File: src/rtl/rom_pixel_streamer.sv
// rom_pixel_streamer: credit-paced ROM reader feeding a 2-entry valid/ready pixel stream
module rom_pixel_streamer #(
    parameter int ADDR_WIDTH = 17,
    parameter int DATA_WIDTH = 16
) (
    input  logic                  clk,
    input  logic                  rst_n,
    input  logic                  start_i,
    input  logic                  abort_i,
    input  logic [ADDR_WIDTH-1:0] base_addr_i,
    input  logic [ADDR_WIDTH:0]   pix_count_i,
    output logic                  busy_o,
    output logic                  done_o,
    output logic [ADDR_WIDTH-1:0] rom_addr_o,
    input  logic [DATA_WIDTH-1:0] rom_data_i,
    output logic [DATA_WIDTH-1:0] pix_data_o,
    output logic                  pix_valid_o,
    output logic                  pix_last_o,
    input  logic                  pix_ready_i
);
    typedef enum logic [1:0] {IDLE, RUN, DRAIN} state_t;
    state_t                r_state, w_next;
    logic [ADDR_WIDTH-1:0] r_addr;
    logic [ADDR_WIDTH:0]   r_remain;
    logic                  r_pend, r_pend_last, r_done, r_wr, r_rd;
    logic [1:0]            r_occ;
    logic [DATA_WIDTH:0]   r_mem [2];
    logic [DATA_WIDTH:0]   w_head;
    logic [1:0]            w_credit;
    logic                  w_pop, w_issue, w_final, w_flush, w_last_pop, w_load;
    assign w_head      = r_mem[r_rd];
    assign pix_valid_o = r_occ != 2'd0;
    assign pix_data_o  = w_head[DATA_WIDTH-1:0];
    assign pix_last_o  = pix_valid_o && w_head[DATA_WIDTH];
    assign busy_o      = r_state != IDLE;
    assign done_o      = r_done;
    assign rom_addr_o  = r_addr;
    assign w_pop       = pix_valid_o && pix_ready_i;
    // slots already committed after this edge: buffered + in flight - leaving
    assign w_credit    = r_occ + 2'(r_pend) - 2'(w_pop);
    assign w_issue     = r_state == RUN && r_remain != '0 && w_credit < 2'd2;
    assign w_final     = w_issue && r_remain == (ADDR_WIDTH+1)'(1);
    assign w_flush     = abort_i && r_state != IDLE;
    assign w_last_pop  = w_pop && w_head[DATA_WIDTH];
    assign w_load      = r_state == IDLE && start_i && pix_count_i != '0;
    always_comb begin
        w_next = r_state;
        case (r_state)
            IDLE:    w_next = w_load ? RUN : IDLE;
            RUN:     w_next = abort_i ? IDLE : (w_final ? DRAIN : RUN);
            DRAIN:   w_next = (abort_i || w_last_pop) ? IDLE : DRAIN;
            default: w_next = IDLE;
        endcase
    end
    always_ff @(posedge clk) begin
        if (!rst_n) r_state <= IDLE;
        else        r_state <= w_next;
    end
    always_ff @(posedge clk) begin
        if (!rst_n) begin
            r_addr      <= '0;
            r_remain    <= '0;
            r_pend      <= 1'b0;
            r_pend_last <= 1'b0;
            r_done      <= 1'b0;
            r_wr        <= 1'b0;
            r_rd        <= 1'b0;
            r_occ       <= 2'd0;
            r_mem[0]    <= '0;
            r_mem[1]    <= '0;
        end else begin
            r_done <= (r_state == IDLE && start_i && pix_count_i == '0) ||
                      (r_state == DRAIN && !abort_i && w_last_pop);
            if (w_load) begin
                r_addr   <= base_addr_i;
                r_remain <= pix_count_i;
            end else if (w_issue && !w_flush) begin
                r_addr   <= r_addr + ADDR_WIDTH'(1);
                r_remain <= r_remain - (ADDR_WIDTH+1)'(1);
            end
            r_pend      <= w_issue && !w_flush;
            r_pend_last <= w_final;
            if (w_flush) begin
                r_occ <= 2'd0;
                r_wr  <= 1'b0;
                r_rd  <= 1'b0;
            end else begin
                if (r_pend) begin
                    r_mem[r_wr] <= {r_pend_last, rom_data_i};
                    r_wr        <= ~r_wr;
                end
                if (w_pop) r_rd <= ~r_rd;
                r_occ <= w_credit;
            end
        end
    end
endmodule

File: config.mk
export PLATFORM = sky130hd
export DESIGN_NAME = rom_pixel_streamer
export DESIGN_NICKNAME = d
export VERILOG_FILES = /design/src/rtl/rom_pixel_streamer.sv
export SDC_FILE = /design/constraint.sdc
export NUM_CORES = 1
export LEC_CHECK = 0
export BUFFER_PORTS_ARGS = -buffer_cell sky130_fd_sc_hd__buf_4
export CAP_MARGIN = 20
export CELL_PAD_IN_SITES_DETAIL_PLACEMENT = 1
export CELL_PAD_IN_SITES_GLOBAL_PLACEMENT = 1
export CORE_MARGIN = 10
export CORE_UTILIZATION = 37
export DETAILED_ROUTE_END_ITERATION = 6
export PLACE_DENSITY_LB_ADDON = 0.1
export RECOVER_POWER = 100
export SETUP_SLACK_MARGIN = 0.4
export SYNTH_ARGS = -nofsm -noshare
export SYNTH_HDL_FRONTEND = slang
export SYNTH_SLANG_ARGS = --single-unit
export TNS_END_PERCENT = 5
File: constraint.sdc
create_clock -name clk -period 2.83 [get_ports clk]
set_clock_uncertainty 0.05 [all_clocks]
set_input_delay 0 -clock clk [delete_from_list [all_inputs] [get_ports clk]]
set_output_delay 0 -clock clk [all_outputs]
set_load 0.005 [all_outputs]
## Word level (Yosys, flattened, before mapping)

Memories as Yosys holds them, arrays and structs flattened. A register that Yosys moved wholly into a read port is not among the register bits.
Cells that the tools add are included.

- Flip-flop bits (word level): 44
- Memory bits (writable): 34
- Output and inout port bits: 37
- Memories: 1

Memory list:

| memory | words | width | read ports | clocked after memory_dff | write ports | RTL line | RTL |
|---|---|---|---|---|---|---|---|
| r_mem | 2 | 17 | 1 | 1 | 2 | 27 | `logic [DATA_WIDTH:0] r_mem [2];` |

- Add/subtract/negate cells: 4
- Order comparisons: 1
- Equal/unequal tests: 3
- Muxes and demuxes: 19
- Bitwise operators: 3
- Reduce and logical (&&, ||, !) cells: 26

Operators by type and width:

| cell | number |
|---|---|
| $mux W17 | 3 |
| $mux W18 | 2 |
| $reduce_bool A18 Y1 | 2 |
| $eq A18 B1 Y1 const B | 1 |
| $logic_not A18 Y1 | 1 |
| $sub A18 B1 Y18 const B | 1 |
| $add A17 B1 Y17 const B | 1 |
| $reduce_or A17 Y1 | 1 |
| $logic_and A1 B1 Y1 | 13 |
| $mux W1 | 10 |
| $mux W2 | 3 |
| $pmux W2 S3 | 1 |
| $reduce_bool A2 Y1 | 3 |
| $not A1 Y1 | 3 |
| $add A2 B1 Y2 | 1 |
| $eq A2 B1 Y1 const B | 1 |
| $eq A2 B2 Y1 const B | 1 |
| $logic_not A1 Y1 | 2 |
| $logic_not A2 Y1 | 1 |
| $logic_or A1 B1 Y1 | 2 |
| $lt A2 B2 Y1 const B | 1 |
| $reduce_or A2 Y1 | 1 |
| $sub A2 B1 Y2 | 1 |

## Depth between registers and ports, before layout

- Depth in word-level cells: 9
- Mapped depth: 12
- Depth with buffers taken out: 11

## Worst setup path before layout

No wires, ideal clock.

- Kind: register to register
- Start: register r_occ[1]
- End: register r_remain[17]
- Library setup time: 132 ps
- Arrival time: 2727 ps
- Path slack: -79 ps
- Stages on the path, launching flop included: 12
- Path buffers: 0
- Clock period less this slack: 2909 ps
- Path through: dfxtp_1 -> nor2_1 -> inv_1 -> and2_1 -> ha_1 -> inv_1 -> ha_1 -> xor3_2 -> or4_4 -> a2111oi_2 -> a211o_1 -> a21oi_1

- Longest elaborated chain between the ends: 7
- Elaborated cells between the ends (all ways): 8
- Those cells by class: add/sub (2); order compare (1); reduce/logical (5)

RTL lines:

| element | RTL line | RTL |
|---|---|---|
| from (decl) | 26 | `logic [1:0] r_occ;` |
| from (signal assigned) | 93 | `r_occ <= w_credit;` |
| $reduce_bool A2 Y1 | 32 | `assign pix_valid_o = r_occ != 2'd0;` |
| via pix_valid_o | 17 | `output logic pix_valid_o,` |
| $logic_and A1 B1 Y1 | 38 | `assign w_pop = pix_valid_o && pix_ready_i;` |
| via w_pop | 30 | `logic w_pop, w_issue, w_final, w_flush, w_last_pop, w_load;` |
| $sub A2 B1 Y2 | 40 | `assign w_credit = r_occ + 2'(r_pend) - 2'(w_pop);` |
| $lt A2 B2 Y1 | 41 | `assign w_issue = r_state == RUN && r_remain != '0 && w_credit < 2'd2;` |
| $logic_and A1 B1 Y1 | 41 |  |
| $logic_and A1 B1 Y1 | 77 | `end else if (w_issue && !w_flush) begin` |
| $reduce_bool A2 Y1 (no line) | - |  |
| to (signal assigned) | 76 | `r_remain <= pix_count_i;` |
| to (signal assigned) | 79 | `r_remain <= r_remain - (ADDR_WIDTH+1)'(1);` |
| to (decl) | 24 | `logic [ADDR_WIDTH:0] r_remain;` |

The timed path passes the listed nets, and every way through them passes these cells.
A chain may end at the register's enable or synchronous reset.

## Final worst setup path

- Start: register r_occ[1]
- End: register r_remain[11]

- Longest elaborated chain between the ends: 7
- Elaborated cells between the ends (all ways): 8
- Those cells by class: add/sub (2); order compare (1); reduce/logical (5)

RTL lines:

| element | RTL line |
|---|---|
| $reduce_bool A2 Y1 | 32 |
| $logic_and A1 B1 Y1 | 38 |
| via w_pop | 30 |
| $sub A2 B1 Y2 | 40 |
| $lt A2 B2 Y1 | 41 |
| $logic_and A1 B1 Y1 | 41 |
| $logic_and A1 B1 Y1 | 77 |
| $reduce_bool A2 Y1 (no line) | - |

The timed path passes the listed nets, and every way through them passes these cells.

==> results_tabular.tex <==
\begin{tabular}{lr}
\hline
Metric & Value \\
\hline
\multicolumn{2}{l}{\textbf{Timing}} \\
Fmax achieved & roughly 360 MHz \\
Slew Limit Fails & 0 \\
Time the final worst path needs with I/O delays and setup & between 2 and 3 ns \\
Setup repair after global routing missed its margin & yes \\
Number of endpoints failing setup at the final stage & 0 \\
Share of the clock period used by the worst path & between 90\% and 100\% \\
Slew at the pin closest to its max-slew limit & approximately 0.93 ns \\
Minimum hold slack & between 0.009 and 0.01 ns \\
Final Hold Vio Count & 0 \\
Slew Limit Headroom & between 30\% and 40\% \\
\multicolumn{2}{l}{\textbf{Synthesis}} \\
Number of enable flip-flop cells after synthesis & 34 \\
Number of distinct library cells after synthesis & between 60 and 70 \\
Most instantiated cells after synthesis & 45 x dfxtp\_1, 37 x and2\_1, 34 x edfxtp\_1 \\
Most used standard cell by instance count after synthesis & dfxtp\_1 \\
Synthesized Nets & approximately 460 \\
Cells after Synth & 396 \\
Syn. warnings & 0 \\
Fraction of registers with async set or reset after synthesis & 0\% \\
Most used DFF post-synth & dfxtp\_1 \\
Cell taking the most area after synthesis & edfxtp\_1 \\
Cell types occupying the most area after synthesis & edfxtp\_1 25\%, dfxtp\_1 22\%, and2\_1 5.7\% \\
Avg Synthesized Cell Area & 10.3 um2 \\
Part of the Yosys area used for sequential elements & 47.2\% \\
Fraction of synthesized cell area taken by the top area cell type & $\sim$25\% \\
Synthesized flop and latch total & 79 \\
Post-Synthesis Cell Area & $\sim$4100 um2 \\
\multicolumn{2}{l}{\textbf{Worst setup path}} \\
Startpoint class of the critical path & flip-flop \\
Top delay family on crit path & simple AND/OR/NAND/NOR gates \\
Crit-path max cell delay & between 0.5 and 0.6 ns \\
Crit path capture & r\_remain[11]\$\_SDFFE\_PN0P\_ \\
Worst Path Arrival & 2.94 ns \\
Critical Path Fanout Max & 8 \\
Capturing element type of the critical path & flip-flop \\
Critical path's slowest cell & or4\_4 \\
Critical path type & reg2reg \\
Number of gates on the worst path with buffers counted & 12 \\
Worst reg-to-reg setup slack & between 0.08 and 0.09 ns \\
Cells along the critical path & nor2\_4 -> inv\_2 -> and2\_4 -> ha\_4 -> inv\_2 -> ha\_4 -> xor3\_2 -> or4\_4 -> a21oi\_4 -> buf\_6 -> mux2i\_1 -> a21oi\_1 \\
Startpoint of the worst-slack reg-to-reg timing path & r\_occ[1]\$\_SDFF\_PP0\_ \\
Crit. Startpoint & r\_occ[1]\$\_SDFF\_PP0\_ \\
Worst reg2reg path depth & 12 \\
Worst path buffer plus inverter count & 3 \\
Endpoint required time on the critical path & between 3 and 4 ns \\
Worst R2R End & r\_remain[11]\$\_SDFFE\_PN0P\_ \\
\multicolumn{2}{l}{\textbf{Clocking}} \\
Max Buffers Root-to-Sink & 2 \\
Number of CTS-inserted buffers & 9 \\
H-tree depth & 3 \\
Root Buffer Master & clkbuf\_8 \\
Clock transition at the registers of the reported paths & $\sim$0.09 ns \\
Insertion delay to the later sink of the worst-skew pair & about 0.35 ns \\
TritonCTS clock tree & yes \\
\# clock sinks & approximately 80 \\
\multicolumn{2}{l}{\textbf{Die}} \\
Boundary pin count & just over 90 \\
Floorplan core area & 10800 um2 \\
Starting utilization of the core area & 37.7\% \\
Die extent in y & 125 um \\
Die width & 125 um \\
Die footprint & between 15000 and 20000 um2 \\
Num rows & 38 \\
\multicolumn{2}{l}{\textbf{Drt}} \\
Count of nets left with antenna violations after detail routing & 0 \\
Routed wire length & 12.6 mm \\
Via count of the routed design & 3687 \\
Routed length per placed instance & $\sim$18 um \\
Post-route DRC & 0 \\
DR pass1 iterations & 6 \\
DR vias/cell & roughly 5.3 \\
DRC marker count from the first detailed-route iteration & approximately 170 \\
\multicolumn{2}{l}{\textbf{Layout}} \\
Post-route core utilization & between 50\% and 60\% \\
Layout net count & roughly 610 \\
Signed area change from the synthesized netlist to the final layout & 42.7\% \\
Proportion of layout cells with a drive suffix above 1 & 31.1\% \\
Antenna diode count & 0 \\
Final Cell Area & a little under 6000 um2 \\
Final-layout fill cell count & around 1200 \\
\multicolumn{2}{l}{\textbf{Global route}} \\
Total Routing Usage GR & roughly 16\% \\
Final global-route overflow total & 0 \\
Largest net degree at the start of global routing & 48 \\
Initial antenna violation count & 0 \\
Global-route wire length before repair & a little over 20 mm \\
Number of global-route vias before repair & roughly 4100 \\
\multicolumn{2}{l}{\textbf{Place}} \\
Detailed Place HPWL & about 8.9 mm \\
Post-Place Cell Area & 5060 um2 \\
Routability congestion estimate from global placement & between 0.7 and 0.8 \\
\# port buffers & between 90 and 100 \\
\multicolumn{2}{l}{\textbf{Power and ir drop}} \\
Worst supply voltage drop on vdd & around 0.24 mV \\
Pwr per Cell Area & $\sim$530 nW/um2 \\
Static Leakage & roughly 2.2 nW \\
Power consumption & between 3 and 4 mW \\
\multicolumn{2}{l}{\textbf{Flow run}} \\
Maxcap violations & 0 \\
\multicolumn{2}{l}{\textbf{Status}} \\
Status & finished, final reports clean \\
\multicolumn{2}{l}{\textbf{Min path}} \\
Type of the worst min-delay path & in2reg \\
\hline
\end{tabular}
cells in the final DEF, fill, tap and decap left out, types with 4 or more instances in the layout:
| master | count |
|---|---|
| and2_1 | 36 |
| o211ai_1 | 9 |
| buf_4 | 90 |
| nand3_1 | 14 |
| edfxtp_1 | 34 |
| clkbuf_8 | 9 |
| a31oi_1 | 6 |
| xor2_1 | 7 |
| inv_1 | 12 |
| o21ai_0 | 20 |
| nand2_1 | 18 |
| nor4_1 | 6 |
| or4_1 | 8 |
| clkbuf_4 | 10 |
| a21oi_1 | 23 |
| nor3_1 | 5 |
| a211oi_1 | 4 |
| dfxtp_1 | 44 |
| nor2_1 | 17 |
| dlygate4sd3_1 | 49 |
| xnor2_1 | 4 |
| mux2_2 | 17 |
| nand4_1 | 4 |
| and3_1 | 7 |
| or3_1 | 6 |
| clkbuf_1 | 9 |
where the power goes:
group	internal, mW	switching, mW	total [mW]
Sequential	1.28	0.0841	1.37
Clock	0.322	0.454	0.776
Combinational	0.479	0.473	0.952
worst register-to-register path, stage by stage, from the launching register on:
cell and delay, ns:
dfxtp_2 0.35, nor2_4 0.11, inv_2 0.05, and2_4 0.15
ha_4 0.23, inv_2 0.06, ha_4 0.12, xor3_2 0.33
or4_4 0.57, a21oi_4 0.20, buf_6 0.16, mux2i_1 0.18
a21oi_1 0.08
area by class of cell:
class / count / area [um2] / area share, %
flip-flops and latches: 79 / 1920 / 33.1
clock inverters: 6 / 42.5 / 0.732
well taps: 140 / 175 / 3.02
repair buffers: 161 / 1330 / 22.9
inverters: 14 / 52.6 / 0.905
clock buffers: 10 / 128 / 2.20
multi-input cells: 283 / 2160 / 37.2
state kept, by name, summed over array words and instances (netlist names), named ones only:
| register | flops |
|---|---|
| done_o | 1 |
| r_mem | 34 |
| r_occ | 2 |
| r_pend | 1 |
| r_pend_last | 1 |
| r_rd | 1 |
| r_remain | 18 |
| r_state | 2 |
| r_wr | 1 |
| rom_addr_o | 17 |
worst min-delay path by stage:
stage	startpoint	end	slack, ns	cells past startpoint
2_1_floorplan	abort_i	r_state[1]$_SDFF_PN0_	0.03	1
3_3_place_gp	abort_i	r_state[1]$_SDFF_PN0_	0.20	2
3_5_place_dp	abort_i	r_state[1]$_SDFF_PN0_	0.20	2
4_1_cts	base_addr_i[8]	rom_addr_o[8]$_SDFFE_PN0P_	0.004	3
5_1_grt	base_addr_i[8]	rom_addr_o[8]$_SDFFE_PN0P_	0.02	3
6_report	base_addr_i[8]	rom_addr_o[8]$_SDFFE_PN0P_	0.009	3
routing by layer:
layer  global-route usage (%)  part of all wire [%]  up-vias
li1                         -                     -     1812
met1                     18.1                    42     1803
met2                     28.9                    53       60
met3                     3.02                   3.1       12
met4                     5.01                   1.4        0
met5                        0                     0        -
per-stage QoR:
stage / std cells / setup WS (ns) / setup TNS (ns)
floorplan: 396 / 0.208 / 0
global placement: 627 / 0.0994 / 0
detailed placement: 627 / -0.0325 / -0.0349
CTS: 692 / 0.0215 / 0
global route: 693 / -0.0805 / -0.340
finish: 693 / 0.0808 / 0
cells by family (layout without fill, tap and decap cells):
logic type	count (synthesis)	count (layout)	share of synthesized area, %
simple gates	144	144	21.3
mux	20	20	5.44
fa+ha+maj	5	5	1.54
flops	79	79	47.2
xor+xnor	12	12	2.98
buf+inv	34	191	3.44
compound gates	102	102	18.1
timing repair:
| item | 4_1_cts | 5_1_grt |
|---|---|---|
| hold buffers | 49 | 0 |
| gates resized for setup | 2 | 18 |
| buffers inserted | 0 | 1 |
| setup endpoints to repair | 35 | 38 |
| endpoints found under the hold margin | 66 | 0 |
| pin swaps | 1 | 29 |
No activity file was read; power rests on OpenSTA's default activity.
